File: src/rtl/cv_baud_gen_if.sv
// Control/status bundle between the UART cores and the baud timing generator.
// Latency: n/a (wires only). Backpressure: none, strobes are fire-and-forget.
interface cv_baud_gen_if #(
  parameter int CNT_WDT  = 16,
  parameter int FRAC_WDT = 4
);
  logic                EN;
  logic [CNT_WDT-1:0]  DIV_IN;
  logic [FRAC_WDT-1:0] FRAC_IN;
  logic                DIV_WE;
  logic                RESYNC;
  logic                OVS_CE;
  logic                UART_CE;
  logic                MID_CE;
  logic                LOAD_PEND;
  logic [CNT_WDT-1:0]  DIV_ACTIVE;

  modport master (
    output EN, DIV_IN, FRAC_IN, DIV_WE, RESYNC,
    input  OVS_CE, UART_CE, MID_CE, LOAD_PEND, DIV_ACTIVE
  );

  modport slave (
    input  EN, DIV_IN, FRAC_IN, DIV_WE, RESYNC,
    output OVS_CE, UART_CE, MID_CE, LOAD_PEND, DIV_ACTIVE
  );
endinterface

File: src/rtl/cv_baud_gen.sv
// UART timing: fractional prescaler driving oversample, bit and mid-bit strobes.
// Latency: strobes registered, one cycle after the wrapping edge. Backpressure: none; EN=0 freezes counting.
module cv_baud_gen #(
  parameter int CNT_WDT      = 16,
  parameter int FRAC_WDT     = 4,
  parameter int OVS_RATE     = 16,
  parameter int OVS_WDT      = 4,
  parameter int DEFAULT_DIV  = 325,
  parameter int DEFAULT_FRAC = 8
) (
  input logic         CLK,
  input logic         RST,
  cv_baud_gen_if.slave bus
);

  localparam logic [CNT_WDT-1:0]  DEF_DIV  = CNT_WDT'(DEFAULT_DIV);
  localparam logic [FRAC_WDT-1:0] DEF_FRAC = FRAC_WDT'(DEFAULT_FRAC);
  localparam logic [OVS_WDT-1:0]  OVS_LAST = OVS_WDT'(OVS_RATE - 1);
  localparam logic [OVS_WDT-1:0]  OVS_MID  = OVS_WDT'(OVS_RATE / 2 - 1);

  logic [CNT_WDT-1:0]  pcnt_q, pcnt_d;
  logic [OVS_WDT-1:0]  ocnt_q, ocnt_d;
  logic [FRAC_WDT-1:0] acc_q, acc_d;
  logic                ext_q, ext_d;
  logic [CNT_WDT-1:0]  div_active_q, div_active_d;
  logic [FRAC_WDT-1:0] frac_active_q, frac_active_d;
  logic [CNT_WDT-1:0]  shadow_div_q, shadow_div_d;
  logic [FRAC_WDT-1:0] shadow_frac_q, shadow_frac_d;
  logic                load_pend_q, load_pend_d;
  logic                ovs_q, ovs_d;
  logic                uart_q, uart_d;
  logic                mid_q, mid_d;

  logic [CNT_WDT:0]    period_m1;
  logic [FRAC_WDT:0]   sum;
  logic [CNT_WDT-1:0]  div_in_fix;
  logic                wrap;
  logic                apply_evt;

  // Compare one bit wider so a full 2^CNT_WDT period (max div plus carry) still wraps.
  assign period_m1  = {1'b0, div_active_q} + {{CNT_WDT{1'b0}}, ext_q} - {{CNT_WDT{1'b0}}, 1'b1};
  assign wrap       = bus.EN && ({1'b0, pcnt_q} == period_m1);
  assign sum        = {1'b0, acc_q} + {1'b0, frac_active_q};
  assign div_in_fix = (bus.DIV_IN == '0) ? CNT_WDT'(1) : bus.DIV_IN;
  assign apply_evt  = bus.RESYNC || !bus.EN || wrap;

  always_comb begin
    pcnt_d        = pcnt_q;
    ocnt_d        = ocnt_q;
    acc_d         = acc_q;
    ext_d         = ext_q;
    div_active_d  = div_active_q;
    frac_active_d = frac_active_q;
    shadow_div_d  = shadow_div_q;
    shadow_frac_d = shadow_frac_q;
    load_pend_d   = load_pend_q;
    ovs_d         = 1'b0;
    uart_d        = 1'b0;
    mid_d         = 1'b0;

    // A write landing on an apply edge bypasses the shadow and never shows as pending.
    if (bus.DIV_WE) begin
      shadow_div_d  = div_in_fix;
      shadow_frac_d = bus.FRAC_IN;
      if (apply_evt) begin
        div_active_d  = div_in_fix;
        frac_active_d = bus.FRAC_IN;
        load_pend_d   = 1'b0;
      end else begin
        load_pend_d   = 1'b1;
      end
    end else if (load_pend_q && apply_evt) begin
      div_active_d  = shadow_div_q;
      frac_active_d = shadow_frac_q;
      load_pend_d   = 1'b0;
    end

    if (bus.RESYNC) begin
      pcnt_d = '0;
      ocnt_d = '0;
      acc_d  = '0;
      ext_d  = 1'b0;
    end else if (!bus.EN) begin
      pcnt_d = pcnt_q;
    end else if (wrap) begin
      pcnt_d = '0;
      acc_d  = sum[FRAC_WDT-1:0];
      ext_d  = sum[FRAC_WDT];
      ocnt_d = (ocnt_q == OVS_LAST) ? '0 : ocnt_q + OVS_WDT'(1);
      ovs_d  = 1'b1;
      uart_d = (ocnt_q == OVS_LAST);
      mid_d  = (ocnt_q == OVS_MID);
    end else begin
      pcnt_d = pcnt_q + CNT_WDT'(1);
    end
  end

  always_ff @(posedge CLK) begin
    if (RST) begin
      pcnt_q        <= '0;
      ocnt_q        <= '0;
      acc_q         <= '0;
      ext_q         <= 1'b0;
      div_active_q  <= DEF_DIV;
      frac_active_q <= DEF_FRAC;
      shadow_div_q  <= DEF_DIV;
      shadow_frac_q <= DEF_FRAC;
      load_pend_q   <= 1'b0;
      ovs_q         <= 1'b0;
      uart_q        <= 1'b0;
      mid_q         <= 1'b0;
    end else begin
      pcnt_q        <= pcnt_d;
      ocnt_q        <= ocnt_d;
      acc_q         <= acc_d;
      ext_q         <= ext_d;
      div_active_q  <= div_active_d;
      frac_active_q <= frac_active_d;
      shadow_div_q  <= shadow_div_d;
      shadow_frac_q <= shadow_frac_d;
      load_pend_q   <= load_pend_d;
      ovs_q         <= ovs_d;
      uart_q        <= uart_d;
      mid_q         <= mid_d;
    end
  end

  assign bus.OVS_CE     = ovs_q;
  assign bus.UART_CE    = uart_q;
  assign bus.MID_CE     = mid_q;
  assign bus.LOAD_PEND  = load_pend_q;
  assign bus.DIV_ACTIVE = div_active_q;

endmodule

File: src/flat_wrapper.sv
// flat-port wrapper written by rule: the top's interface ports become plain ports
module cv_baud_gen_flat 
#(
  parameter int CNT_WDT      = 16,
  parameter int FRAC_WDT     = 4,
  parameter int OVS_RATE     = 16,
  parameter int OVS_WDT      = 4,
  parameter int DEFAULT_DIV  = 325,
  parameter int DEFAULT_FRAC = 8
)
  (CLK, RST, bus_EN, bus_DIV_IN, bus_FRAC_IN, bus_DIV_WE, bus_RESYNC, bus_OVS_CE, bus_UART_CE, bus_MID_CE, bus_LOAD_PEND, bus_DIV_ACTIVE);
  cv_baud_gen_if #(.CNT_WDT(CNT_WDT), .FRAC_WDT(FRAC_WDT)) bus_i ();
  input logic CLK;
  input logic RST;
  input wire logic [$bits(bus_i.EN)-1:0] bus_EN;
  input wire logic [$bits(bus_i.DIV_IN)-1:0] bus_DIV_IN;
  input wire logic [$bits(bus_i.FRAC_IN)-1:0] bus_FRAC_IN;
  input wire logic [$bits(bus_i.DIV_WE)-1:0] bus_DIV_WE;
  input wire logic [$bits(bus_i.RESYNC)-1:0] bus_RESYNC;
  output wire logic [$bits(bus_i.OVS_CE)-1:0] bus_OVS_CE;
  output wire logic [$bits(bus_i.UART_CE)-1:0] bus_UART_CE;
  output wire logic [$bits(bus_i.MID_CE)-1:0] bus_MID_CE;
  output wire logic [$bits(bus_i.LOAD_PEND)-1:0] bus_LOAD_PEND;
  output wire logic [$bits(bus_i.DIV_ACTIVE)-1:0] bus_DIV_ACTIVE;
  assign bus_i.EN = bus_EN;
  assign bus_i.DIV_IN = bus_DIV_IN;
  assign bus_i.FRAC_IN = bus_FRAC_IN;
  assign bus_i.DIV_WE = bus_DIV_WE;
  assign bus_i.RESYNC = bus_RESYNC;
  assign bus_OVS_CE = bus_i.OVS_CE;
  assign bus_UART_CE = bus_i.UART_CE;
  assign bus_MID_CE = bus_i.MID_CE;
  assign bus_LOAD_PEND = bus_i.LOAD_PEND;
  assign bus_DIV_ACTIVE = bus_i.DIV_ACTIVE;
  cv_baud_gen #(.CNT_WDT(CNT_WDT), .FRAC_WDT(FRAC_WDT), .OVS_RATE(OVS_RATE), .OVS_WDT(OVS_WDT), .DEFAULT_DIV(DEFAULT_DIV), .DEFAULT_FRAC(DEFAULT_FRAC)) u_core (.CLK(CLK), .RST(RST), .bus(bus_i));
endmodule
File: config.mk
export PLATFORM = sky130hd
export DESIGN_NAME = cv_baud_gen_flat
export DESIGN_NICKNAME = d
export VERILOG_FILES = /design/src/rtl/cv_baud_gen_if.sv /design/src/rtl/cv_baud_gen.sv /design/src/flat_wrapper.sv
export SDC_FILE = /design/constraint.sdc
export NUM_CORES = 1
export LEC_CHECK = 0
export BUFFER_PORTS_ARGS = -buffer_cell sky130_fd_sc_hd__buf_2
export CORE_UTILIZATION = 53
export DETAILED_ROUTE_END_ITERATION = 8
export PLACE_DENSITY = 0.76
export SLEW_MARGIN = 10
export SYNTH_ARGS = -nofsm -noshare
export SYNTH_HDL_FRONTEND = slang
export SYNTH_SLANG_ARGS = --single-unit
File: constraint.sdc
create_clock -name CLK -period 2.45 [get_ports CLK]
set_input_delay 0.3675 -clock CLK [delete_from_list [all_inputs] [get_ports CLK]]
set_output_delay 0.3675 -clock CLK [all_outputs]
set_load 0.02 [all_outputs]
# Yosys cells after proc, flatten, opt, wreduce, memory -nomap -nowiden
# Cells that the tools add are included.
[op_classes] n_mux=13 multipliers=0 order_cmp=0 add_sub_neg=5 shifts=0 n_reduce_logical=12 n_bitwise=2 div=0 n_eq_ne=4
[op_table] cell="2-to-1 mux 16 bit" n=5
[op_table] cell="adder 16 x 1 -> 17 bit" n=1
[op_table] cell="== test 16 x 17 -> 1 bit" n=1
[op_table] cell="subtractor 17 x 1 -> 17 bit (second input constant)" n=1
[op_table] cell="adder 16 x 1 -> 16 bit (second input constant)" n=1
[op_table] cell="zero test 16 bit" n=1
[op_table] cell="2-to-1 mux 4 bit" n=4
[op_table] cell="adder 4 x 4 -> 5 bit" n=1
[op_table] cell="adder 4 x 1 -> 4 bit (second input constant)" n=1
[op_table] cell="== test 4 x 3 -> 1 bit (second input constant)" n=1
[op_table] cell="== test 4 bit (second input constant)" n=1
[op_table] cell="2-to-1 mux 1 bit" n=4
[op_table] cell="AND reduction 2 bit" n=2
[op_table] cell="OR reduction 4 bit" n=1
[op_table] cell="OR reduction 3 bit" n=1
[op_table] cell="logical AND 1 bit" n=2
[op_table] cell="logical OR 1 bit" n=2
[op_table] cell="!= test 2 x 1 -> 1 bit (second input constant)" n=1
[op_table] cell="NOT 1 bit" n=2
[op_table] cell="nonzero test 2 bit" n=1
[op_table] cell="OR reduction 2 bit" n=1
[op_table] cell="zero test 1 bit" n=1
[word_totals] wordCells=48 register_bits=69 ram_bits=0 input_bits=25 romBits=0 out_inout_bits=20 mem_count=0 latch_bits=0

# Depth between registers and ports, before layout
[logic_depth] depth_word=8 mapped_depth=12 ltp_nobuf=10

# Least setup slack after synthesis
# Ideal clock, no wire load.
[synth_path] kind="flip-flop to flip-flop" from="register u_core.div_active_q[0] (netlist: u_core.bus.DIV_ACTIVE[0])" to="register u_core.div_active_q[8] (netlist: u_core.bus.DIV_ACTIVE[8])" stages_incl_launch_ff=13 t_required_ps=2322 arrival_time_ps=2632 n_path_buf=2 setup_slack_ps=-310 setup_time_ps=128 period_less_slack_ps=2760 path_cell_list="dfxtp_1 inv_1 ha_1 ha_1 o21ba_2 a221oi_1 a41oi_1 a2111oi_2 and4b_1 buf_6 buf_8 nor4b_4 nor3_2"
[synth_via] elab_chain_cells=8 elab_cells_between_ends=9 cone_classes="2 x add/sub; 2 x eq/ne; 5 x reduce/logical"
[synth_lines] element="start, declared" line_no="cv_baud_gen.sv:25" text="logic [CNT_WDT-1:0] div_active_q, div_active_d;"
[synth_lines] element="start signal, assigned" line_no="cv_baud_gen.sv:117" text="div_active_q <= div_active_d;"
[synth_lines] element="adder 16 x 1 -> 17 bit *" line_no="cv_baud_gen.sv:41" text="assign period_m1 = {1'b0, div_active_q} + {{CNT_WDT{1'b0}}, ext_q} - {{CNT_WDT{1'b0}}, 1'b1};"
[synth_lines] element="subtractor 17 x 1 -> 17 bit *" line_no="cv_baud_gen.sv:41"
[synth_lines] element="== test 16 x 17 -> 1 bit *" line_no="cv_baud_gen.sv:42" text="assign wrap = bus.EN && ({1'b0, pcnt_q} == period_m1);"
[synth_lines] element="logical AND 1 bit *" line_no="cv_baud_gen.sv:42"
[synth_lines] element="logical OR 1 bit *" line_no="cv_baud_gen.sv:45" text="assign apply_evt = bus.RESYNC || !bus.EN || wrap;"
[synth_lines] element="logical AND 1 bit" line_no="cv_baud_gen.sv:72" text="end else if (load_pend_q && apply_evt) begin"
[synth_lines] element="nonzero test 2 bit (no source line)"
[synth_lines] element="AND reduction 2 bit (no source line) *"
# Mark *: on every way between the ends. The rest lies on a longest branch, timed or not.
# A chain may end at the register's enable or synchronous reset.

# Worst setup path in the final report
[layout_path] from="register u_core.div_active_q[0] (netlist: u_core.bus.DIV_ACTIVE[0])" to="register u_core.ocnt_q[2]"
[layout_via] elab_chain_cells=5
[layout_lines] element="adder 16 x 1 -> 17 bit" line_no="cv_baud_gen.sv:41"
[layout_lines] element="subtractor 17 x 1 -> 17 bit" line_no="cv_baud_gen.sv:41"
[layout_lines] element="== test 16 x 17 -> 1 bit" line_no="cv_baud_gen.sv:42"
[layout_lines] element="logical AND 1 bit" line_no="cv_baud_gen.sv:42"
[layout_lines] element="AND reduction 2 bit (no source line)"
[layout_lines] element="end signal, assigned" line_no="cv_baud_gen.sv:114" text="ocnt_q <= ocnt_d;"
[layout_lines] element="end, declared" line_no="cv_baud_gen.sv:22" text="logic [OVS_WDT-1:0] ocnt_q, ocnt_d;"
# No other way between the ends.

==> qor.txt <==
======================================================================================
Total track usage .......................................................        28.3%
Adder-Cell Fraction of Synth Area .......................................        3.04%
Maximum vdd drop ........................................................   0.000355 V
Final setup skew ........................................................    0.0138 ns
DRC violations left .....................................................            0
Ports placed on the boundary ............................................           45
Final antenna-violating net count .......................................            0
CTS Buf Count ...........................................................            9
Drt pass-1 iters ........................................................            6
Classification of the worst-slack hold path ............................. primary input to flip-flop
Clock Tree Buf Depth ....................................................            2
Data required, critical path ............................................      2.70 ns
Status .................................................................. complete, but fails checks
Count of cells along the worst hold path ................................            2
Area fraction in compound gates after synthesis .........................        13.4%
Critical Path Source Type ...............................................    flip-flop
Setup repair after global routing missed its margin .....................         true
Wire length of the first global-routing pass ............................      16.9 mm
Maxcap violations .......................................................            0
Worst hold-check slack ..................................................     0.278 ns
Final count of negative-setup-slack endpoints ...........................           40
Worst slack, placed .....................................................    -0.225 ns
Commonest non-fill, non-tap cells in the layout ......................... 64 x sky130_fd_sc_hd__dfxtp_1, 54 x sky130_fd_sc_hd__buf_4, 49 x sky130_fd_sc_hd__nor2_1
Most common cell after layout, fill and taps aside ...................... sky130_fd_sc_hd__dfxtp_1
Number of cells produced by synthesis ...................................          459
Proportion of synthesized area in mux cells .............................        5.14%
Antenna violations before repair ........................................            0
Syn_area_per_cell .......................................................     8.59 um2
Rel. slew slack .........................................................        52.4%
Post-Syn Area ...........................................................     3950 um2
Vias per std cell .......................................................         6.01
Fin. max-slew vios ......................................................            0
Chip Height .............................................................      88.3 um
DR iter-0 viols .........................................................          296
Switch share ............................................................        28.5%
Fmax ....................................................................      379 MHz
Part of the Yosys area used for sequential elements .....................        35.0%
Count of yosys warnings during synthesis ................................            0
Row count ...............................................................           31
CTS Sinks ...............................................................           69
Number of flops mapped to enable cells by yosys .........................            0
Clock tree from TritonCTS ...............................................        built
Top flip-flop cell by instance count after synthesis .................... sky130_fd_sc_hd__dfxtp_1
Total of buffers placed on input and output ports .......................           44
Number of placed cells counting well taps ...............................          621
Count of inserted antenna diode cells ...................................            0
Area overhead of the layout relative to synthesis .......................        31.2%
Number of levels the H-tree was split into ..............................            3
Total wirelength of the detailed-routed design ..........................      11.2 mm
Slowest cell on the critical path ....................................... sky130_fd_sc_hd__dfxtp_4
Combinational Power Share ...............................................        18.4%
Clock-pin slew on the worst setup and hold paths ........................      0.09 ns
Cell Count, Final, Fillers Out ..........................................          650
Worst-Skew Late Latency .................................................      0.36 ns
Synth async-reset ratio .................................................           0%
Power density relative to cell area .....................................   546 nW/um2
Fraction of the mapped netlist area in simple logic gates ...............        30.6%
Cell internal pwr .......................................................      2.02 mW
Path depth of the worst reg2reg path ....................................           12
Count of endpoints failing hold in the final timing report ..............            0
Total via count after detailed routing ..................................         3909
Crit path time final ....................................................      2.64 ns
Arrival time at the worst endpoint ......................................      2.89 ns
Syn Nets ................................................................          493
Placed inst area ........................................................     4560 um2
Transition time at the pin with the least slew margin ...................     0.711 ns
Overall die width .......................................................      88.3 um
CORE AREA ...............................................................     7210 um2
Number of distinct library cells after synthesis ........................           65
Max Fanout on Critical Path .............................................            6
Summed area of non-filler cells in the final layout .....................     5180 um2
Part of the total power dissipated in sequential elements ...............        42.7%
Clock group share of total power ........................................        38.9%
Initial cell density of the core ........................................        54.7%
Min setup slack post-route ..............................................    -0.186 ns
Standby leakage power ...................................................      2.06 nW
Number of synthesized register bits .....................................           69
Vias in the first global route ..........................................         3546
Cell breakdown of the critical path ..................................... inv_4, ha_4, ha_4, o21ba_4, a221oi_2, a41oi_2, a2111oi_2, and4b_2, buf_6, buf_6, a311oi_2, a41o_1
Die area ................................................................     7790 um2
Average wire per standard cell ..........................................      17.2 um
Total of fill cells in the finished design ..............................          538
End-of-flow core utilization ............................................        71.7%
Classification of the worst setup path .................................. flip-flop to flip-flop
Worst Setup End Kind ....................................................    flip-flop
Final clock period utilization by the worst path ........................         108%
HPWL after DPL ..........................................................      7.11 mm
# nets final ............................................................          581
Overflow after GRT ......................................................            0
Share of post-route cells with drive strength above 1 ...................        33.9%
Main combinational cell family by area after synthesis .................. simple AND/OR/NAND/NOR gates
Root buf cell ........................................................... sky130_fd_sc_hd__clkbuf_8
Net switching power of the design .......................................     0.805 mW
Violated checks ......................................................... setup timing
Delay of the slowest cell on the worst path .............................      0.37 ns
Weighted congestion reported at the end of routability-driven placement .        0.910
Largest net degree at the start of global routing .......................           30
Synth Area in XOR/XNOR ..................................................        7.33%
======================================================================================
[registers in the layout, summed over array words and instances, names as in the netlist]
signal                 flops
u_core.bus.MID_CE          1
u_core.shadow_div_q       16
u_core.ocnt_q              4
u_core.ext_q               1
u_core.bus.LOAD_PEND       1
u_core.bus.UART_CE         1
u_core.bus.DIV_ACTIVE     16
u_core.frac_active_q       4
u_core.bus.OVS_CE          1
u_core.shadow_frac_q       4
u_core.pcnt_q             16
u_core.acc_q               4
[final cells by class]
type,instances,area [um2],area share (%)
timing repair buffer,110,769,14.9
sequential,69,1390,26.9
multi-input combinational,345,2610,50.4
clock inverter,5,82.6,1.60
clock buffer,10,149,2.88
inverter,12,47.5,0.919
tap,99,124,2.39
[power by group through the flow]
stage	combinational, mW	sequential, mW	clock (mW)
after CTS	0.477	1.20	1.10
after floorplan	0.255	1.25	0
after detailed placement	0.445	1.23	0
after global routing	0.552	1.21	1.15
final	0.520	1.21	1.10
after global placement	0.435	1.23	0
[critical path, delay by kind of cell (launching register included)]
| kind | cells | cell delay (ns) |
|---|---|---|
| fa+ha+maj | 2 | 0.34 |
| buf+inv | 3 | 0.32 |
| simple gates | 1 | 0.29 |
| flops | 1 | 0.37 |
| compound gates | 6 | 1.22 |
[synthesized netlist by cell type, drive strengths merged (2+ instances only)]
| cell type | number | area (um2) |
|---|---|---|
| xor2 | 18 | 158 |
| nand2 | 23 | 86.3 |
| mux2 | 2 | 22.5 |
| nor2b | 7 | 43.8 |
| a31o | 2 | 17.5 |
| nor3 | 14 | 80.1 |
| nor4b | 4 | 50.1 |
| o211ai | 2 | 20.0 |
| clkbuf | 21 | 78.8 |
| mux2i | 18 | 180 |
| a21oi | 9 | 45.0 |
| inv | 12 | 45.0 |
| o22ai | 4 | 25.0 |
| nand3b | 17 | 128 |
| a41oi | 2 | 17.5 |
| nand2b | 5 | 31.3 |
| or2 | 2 | 12.5 |
| buf | 13 | 92.6 |
| and3 | 7 | 43.8 |
| and2 | 6 | 37.5 |
| nor3b | 5 | 42.5 |
| o21a | 2 | 15.0 |
| a31oi | 4 | 25.0 |
| xnor2 | 15 | 131 |
| or3 | 2 | 12.5 |
| nand3 | 24 | 120 |
| ha | 8 | 100 |
| a22oi | 13 | 97.6 |
| dfxtp | 69 | 1380 |
| nor4 | 10 | 92.6 |
| nor2 | 52 | 195 |
| o31ai | 3 | 22.5 |
| nand4 | 28 | 175 |
| a21o | 3 | 30.0 |
| a211o | 5 | 43.8 |
| o21ai | 6 | 30.0 |
| a211oi | 2 | 15.0 |
| a221oi | 4 | 35.0 |
[layer usage]
layer | vias up | part of all wire (%) | GRT usage (%)
met5 | - | 0 | 0
met4 | 0 | 2.3 | 11.6
met3 | 30 | 6.8 | 5.78
met2 | 179 | 47 | 46.9
met1 | 1851 | 43 | 36.1
li1 | 1849 | - | -
[worst paths after layout]
check,endpoint,slack (ns),from
setup / recovery,u_core.ocnt_q[2],-0.19,u_core.bus.DIV_ACTIVE[0]
hold / removal,u_core.shadow_frac_q[3],0.28,bus_FRAC_IN[3]
setup reg to reg,u_core.ocnt_q[2],-0.19,u_core.bus.DIV_ACTIVE[0]
hold reg to reg,u_core.acc_q[0],0.47,u_core.acc_q[0]
[metrics by stage]
step	setup TNS, ns	power (mW)
3_3_place_gp	-3.02	1.66
3_5_place_dp	-5.66	1.68
6_report	-4.07	2.83
4_1_cts	-1.95	2.78
5_1_grt	-8.13	2.91
2_1_floorplan	-0.0548	1.50
[logic make-up after synthesis]
group	after synthesis
compound gates	70
mux	20
simple gates	212
buf+inv	46
fa+ha+maj	9
xor+xnor	33
flops	69
[timing repair]
item                                    in CTS  in global routing
pin swaps                                   23                 15
resized for setup                           42                 23
hold endpoints to repair                     0                  0
buffers inserted                             9                  5
hold buffers                                 0                  0
gates cloned                                 2                  0
endpoints found under the setup margin      49                 49
No activity file was read; power rests on OpenSTA's default activity.
